<file path="config.mk">
export PLATFORM = sky130hd
export DESIGN_NAME = a51_sequencer
export DESIGN_NICKNAME = d
export VERILOG_FILES = /design/src/rtl/a51_pkg.sv /design/src/rtl/a51_sequencer.sv
export SDC_FILE = /design/constraint.sdc
export NUM_CORES = 1
export LEC_CHECK = 0
export ABC_CLOCK_PERIOD_IN_PS = 5630
export BUFFER_PORTS_ARGS = -buffer_cell sky130_fd_sc_hd__buf_4
export CAP_MARGIN = 20
export CORE_AREA = 2 2 111 113
export CTS_CLUSTER_SIZE = 24
export DETAILED_ROUTE_END_ITERATION = 16
export DIE_AREA = 0 0 113 115
export PLACE_DENSITY = 0.67
export SLEW_MARGIN = 20
export SYNTH_ARGS = -nofsm -noshare
export SYNTH_HDL_FRONTEND = slang
export SYNTH_SLANG_ARGS = --single-unit
</file>
<file path="constraint.sdc">
create_clock -name clk -period 5.63 [get_ports clk]
set_input_delay 0.563 -clock clk [delete_from_list [all_inputs] [get_ports clk]]
set_output_delay 0.563 -clock clk [all_outputs]
set_load 0.03 [all_outputs]
</file>
<file path="src/rtl/a51_pkg.sv">
// rtl/a51_pkg.sv - shared state enum, phase lengths, register geometry and majority helper for A5/1
package a51_pkg;

  typedef enum logic [2:0] {
    ST_IDLE,
    ST_CLEAR,
    ST_KEY,
    ST_FRAME,
    ST_MIX,
    ST_OUT
  } a51_state_t;

  localparam int A51_KEY_BITS   = 64;
  localparam int A51_FRAME_BITS = 22;
  localparam int A51_MIX_CYCLES = 101;
  localparam int A51_KS_BITS    = 228;
  localparam int A51_CNT_W      = 8;

  localparam int A51_R1_LEN = 19;
  localparam int A51_R2_LEN = 22;
  localparam int A51_R3_LEN = 23;
  localparam int A51_R1_CB  = 8;
  localparam int A51_R2_CB  = 10;
  localparam int A51_R3_CB  = 10;

  function automatic logic maj3(input logic [2:0] v);
    return (v[0] & v[1]) | (v[0] & v[2]) | (v[1] & v[2]);
  endfunction

endpackage

</file>
<file path="src/rtl/a51_sequencer.sv">
// rtl/a51_sequencer.sv - phase sequencer owning clear, load, majority clocking and keystream handshake
module a51_sequencer
  import a51_pkg::*;
#(
  parameter int KEY_BITS   = A51_KEY_BITS,
  parameter int FRAME_BITS = A51_FRAME_BITS,
  parameter int MIX_CYCLES = A51_MIX_CYCLES,
  parameter int KS_BITS    = A51_KS_BITS
) (
  input  logic                  clk,
  input  logic                  reset_n,
  input  logic                  start,
  input  logic                  abort,
  input  logic [KEY_BITS-1:0]   key,
  input  logic [FRAME_BITS-1:0] frame,
  input  logic [2:0]            lfsr_q,
  input  logic [2:0]            lfsr_cb,
  output logic [2:0]            lfsr_clk_en,
  output logic                  lfsr_d,
  output logic                  lfsr_clr_n,
  output logic                  busy,
  output logic                  ks_bit,
  output logic                  ks_valid,
  input  logic                  ks_ready,
  output logic                  done
);

  localparam int KW = $clog2(KEY_BITS);
  localparam int FW = $clog2(FRAME_BITS);

  a51_state_t           state, state_nxt;
  logic [A51_CNT_W-1:0] cnt, cnt_nxt;
  logic [KEY_BITS-1:0]  key_q;
  logic [FRAME_BITS-1:0] frame_q;
  logic                 lfsr_d_nxt, done_nxt;
  logic                 maj, xfer, last;
  logic [2:0]           maj_en;
  logic [KW-1:0]        key_idx;
  logic [FW-1:0]        frame_idx;

  assign maj    = maj3(lfsr_cb);
  assign maj_en = {lfsr_cb[2] == maj, lfsr_cb[1] == maj, lfsr_cb[0] == maj};
  assign xfer   = (state == ST_OUT) & ks_valid & ks_ready;
  assign last   = (cnt == '0);
  assign ks_bit = ^lfsr_q;

  // Bit presented in the following cycle of a load phase; the counter runs down, bits go LSB first.
  assign key_idx   = KW'(KEY_BITS - int'(cnt));
  assign frame_idx = FW'(FRAME_BITS - int'(cnt));

  always_ff @(posedge clk or negedge reset_n) begin
    if (!reset_n) begin
      state      <= ST_IDLE;
      cnt        <= '0;
      busy       <= 1'b0;
      ks_valid   <= 1'b0;
      done       <= 1'b0;
      lfsr_d     <= 1'b0;
      lfsr_clr_n <= 1'b1;
    end else begin
      state      <= state_nxt;
      cnt        <= cnt_nxt;
      busy       <= (state_nxt != ST_IDLE);
      ks_valid   <= (state_nxt == ST_OUT);
      done       <= done_nxt;
      lfsr_d     <= lfsr_d_nxt;
      lfsr_clr_n <= (state_nxt != ST_CLEAR);
    end
  end

  always_ff @(posedge clk or negedge reset_n) begin
    if (!reset_n) begin
      key_q   <= '0;
      frame_q <= '0;
    end else if (state == ST_IDLE && start && !abort) begin
      key_q   <= key;
      frame_q <= frame;
    end
  end

  always_comb begin
    state_nxt = state;
    cnt_nxt   = cnt;
    if (abort) begin
      state_nxt = ST_IDLE;
      cnt_nxt   = '0;
    end else begin
      case (state)
        ST_IDLE:  if (start) state_nxt = ST_CLEAR;
        ST_CLEAR: begin
          state_nxt = ST_KEY;
          cnt_nxt   = A51_CNT_W'(KEY_BITS - 1);
        end
        ST_KEY: begin
          if (last) begin
            state_nxt = ST_FRAME;
            cnt_nxt   = A51_CNT_W'(FRAME_BITS - 1);
          end else cnt_nxt = cnt - 1'b1;
        end
        ST_FRAME: begin
          if (last) begin
            state_nxt = ST_MIX;
            cnt_nxt   = A51_CNT_W'(MIX_CYCLES - 1);
          end else cnt_nxt = cnt - 1'b1;
        end
        ST_MIX: begin
          if (last) begin
            state_nxt = ST_OUT;
            cnt_nxt   = A51_CNT_W'(KS_BITS - 1);
          end else cnt_nxt = cnt - 1'b1;
        end
        ST_OUT: begin
          if (xfer) begin
            if (last) state_nxt = ST_IDLE;
            else cnt_nxt = cnt - 1'b1;
          end
        end
        default: state_nxt = ST_IDLE;
      endcase
    end
  end

  always_comb begin
    lfsr_clk_en = 3'b000;
    lfsr_d_nxt  = 1'b0;
    done_nxt    = (state == ST_OUT) & xfer & last & !abort;
    case (state)
      ST_KEY, ST_FRAME: lfsr_clk_en = 3'b111;
      ST_MIX:           lfsr_clk_en = maj_en;
      ST_OUT:           if (xfer) lfsr_clk_en = maj_en;
      default:          lfsr_clk_en = 3'b000;
    endcase
    if (state_nxt == ST_KEY)
      lfsr_d_nxt = (state == ST_CLEAR) ? key_q[0] : key_q[key_idx];
    else if (state_nxt == ST_FRAME)
      lfsr_d_nxt = (state == ST_KEY) ? frame_q[0] : frame_q[frame_idx];
  end

endmodule

</file>
==> flow_metrics.tcl <==
set metrics [dict create \
    yosys_warnings 0 \
    setup_viol 0 \
    synth_cells 411 \
    yosysTopAreaCell "dfrtp_1" \
    syn_area_mm2 0.00522 \
    rows 40 \
    p_per_area_mw_per_mm2 372 \
    fmax_mhz 317 \
    drt_iter0_drc 178 \
    h-tree-depth 3 \
    status "finished, violations left" \
    slew_viol_final 0 \
    clockBufferDepth 2 \
    hp-class "in2async" \
    synth_commonest_cells "101 x dfrtp_1, 88 x mux2_2, 28 x nand2_1, 19 x nor2_1, 17 x mux4_2" \
    grt_overflow 0 \
    ctsHoldBuffers 0 \
    worstReg2RegStart "cnt[0]" \
    synth_seq_cells 102 \
    critPathKind "reg2reg" \
    ys.flop_type "dfrtp_1" \
    final-hold-violation-count 0 \
    final_antenna_net_count 0 \
    post-dp-hpwl_um 8260 \
    route.vias.total 3642 \
    r2r_cells 10 \
    worst_setup_path_start_kind "register" \
    clockRootBuffer "clkbuf_16" \
    grt_max_degree 59 \
    cts_tree "built" \
    yosysMostFrequentCell "dfrtp_1" \
    antenna_found_initial 0 \
    die_x_um 113 \
    synth_fp_nets 510 \
    die_h_um 115 \
    cp_max_fo 20 \
    post-route-drc-count 4 \
    clk_latency_ns 0.34 \
    cap_violations 0 \
    dieArea_mm2 0.0130 \
    grt_pass1_vias 3711 \
    synth_area_leaders "dfrtp_1 48%, mux2_2 19%, mux4_2 7.3%, mux2i_1 2.7%, nand2_1 2.0%" \
    cts_setup_buffers 0 \
    violations "design-rule violations" \
    first_pass_iters 10 \
    p_total_mw 2.40 \
    crit_arrival_ns 3.37 \
    grtUsageTotal_pct 18.3 \
    clk_pin_slew_worst_paths_ns 0.07 \
    ys_async_sr_fraction_pct 100 \
    fin_skew_ns 0.00468 \
    core_area_mm2 0.0118 \
    rrSetupSlack_ns 2.48 \
    r2r_end "lfsr_d" \
    p_leak_nw 2.81 \
    grt_pass1_wl_um 18600 \
    rsz0062_at_grt "no" \
    max_slew_margin_pct 34.7 \
    yosys.area.top_type_share_pct 48.4 \
    syn_to_final_growth_pct 23.6 \
    ys_types 57 \
    n_antenna_cell 0 \
    cts_resized 0 \
    peakVddDrop_uv 144 \
    numPortBuffers 105 \
    gp_congestion 0.848 \
    finalCriticalPeriod_ns 3.15 \
    ios 106 \
    ys_seq_area_share_pct 48.9 \
    required_ns 5.84 \
    clock_sinks 102 \
    synth-edff-count 0 \
    start_util_pct 44.2 \
    vias_per_cell 5.55 \
    finalCritPeriodShare_pct 56.0 \
    nNetsFinal 603 \
    wl_um 11400 \
    worst_slew_pin_slew_ns 0.978 \
    cp-end-kind "register" \
    numCtsBuffers 9 \
    layout-drive-gt1-share_pct 47.7 \
    final.setup.tns_ns 0 \
    wl_per_cell_um 17.3 \
    synth_area_per_cell_um2 12.7 \
]
logic make-up after synthesis:
| group | Yosys count | share of synthesized area (%) |
|---|---|---|
| muxes | 119 | 29.0 |
| DFF | 102 | 48.9 |
| and+or+nand+nor | 82 | 8.01 |
| AOI/OAI and AO/OA | 66 | 8.63 |
| buffers and inverters | 31 | 2.97 |
| xor gates and xnor gates | 9 | 1.94 |
| adders and majority gates | 2 | 0.480 |
cell usage in the layout (no fill, tap or decap), types with 3 or more instances in the layout:
master	netlist	final
nand2b_1	5	5
xnor2_1	6	6
o22ai_1	3	3
bufinv_16	0	3
inv_1	3	3
mux2_2	88	88
o21ai_0	13	13
nor2_1	19	19
mux4_2	17	17
mux2i_1	14	14
nand2_1	28	28
clkbuf_16	0	9
o31ai_1	4	4
buf_4	2	109
nand3_1	8	7
o21ai_1	4	4
nor2b_1	4	4
a22oi_1	4	4
a21oi_1	14	14
a32oi_1	3	3
dfrtp_1	101	101
and2_1	3	3
critical path, stage by stage (launching register included):
cell       delay [ns]
dfrtp_1          0.35
clkinv_1         0.20
ha_1             0.60
buf_4            0.39
mux4_2           0.34
and3_1           0.16
a211oi_2         0.19
a211oi_1         0.07
a31o_1           0.24
a2111oi_2        0.35
a21oi_1          0.11
state kept, by name (all words and copies together) (netlist names):
signal / count
key_q: 64
lfsr_d: 1
frame_q: 22
state: 3
busy: 1
lfsr_clr_n: 1
ks_valid: 1
done: 1
cnt: 8
layout make-up:
type                            count  area [µm²]
Fill cell                        1019        5360
Clock inverter                      6         116
Clock buffer                       10         239
Inverter                            4        15.0
Multi-Input combinational cell    278        2520
Timing Repair Buffer              109         818
Sequential cell                   102        2550
Tap cell                          147         184
power by group:
part	total, mW	internal (mW)	switching [mW]
combinational	0.672	0.383	0.289
clock	0.726	0.450	0.276
sequential	1.00	0.893	0.110
metrics by stage:
stage	cell area [µm²]	setup WS (ns)	cells	utilization (%)	hold slack, ns
after floorplan	5220	2.70	411	-	0.267
after global placement	6090	2.54	640	51.6	0.484
after detailed placement	6090	2.46	640	51.6	0.493
after CTS	6450	2.45	656	54.6	0.227
after global routing	6450	2.23	656	54.6	0.252
final	6450	2.48	656	54.6	0.206
layer usage:
metal | share of wire [%] | vias to the layer above | global-route usage, % | wire, µm
li1 | - | 1711 | - | -
met1 | 43 | 1824 | 25.0 | 4910
met2 | 51 | 94 | 30.2 | 5770
met3 | 4.4 | 13 | 2.69 | 505
met4 | 1.6 | 0 | 6.75 | 182
met5 | 0 | - | 0 | 0
worst max path at each step:
stage	start	end	depth (start not counted)
floorplan	cnt[0]	lfsr_d	12
global placement	cnt[0]	lfsr_d	10
detailed placement	cnt[0]	lfsr_d	10
CTS	cnt[0]	lfsr_d	10
global route	cnt[0]	lfsr_d	10
finish	cnt[0]	lfsr_d	10
Note: power is estimated with default switching activity, not from simulation.
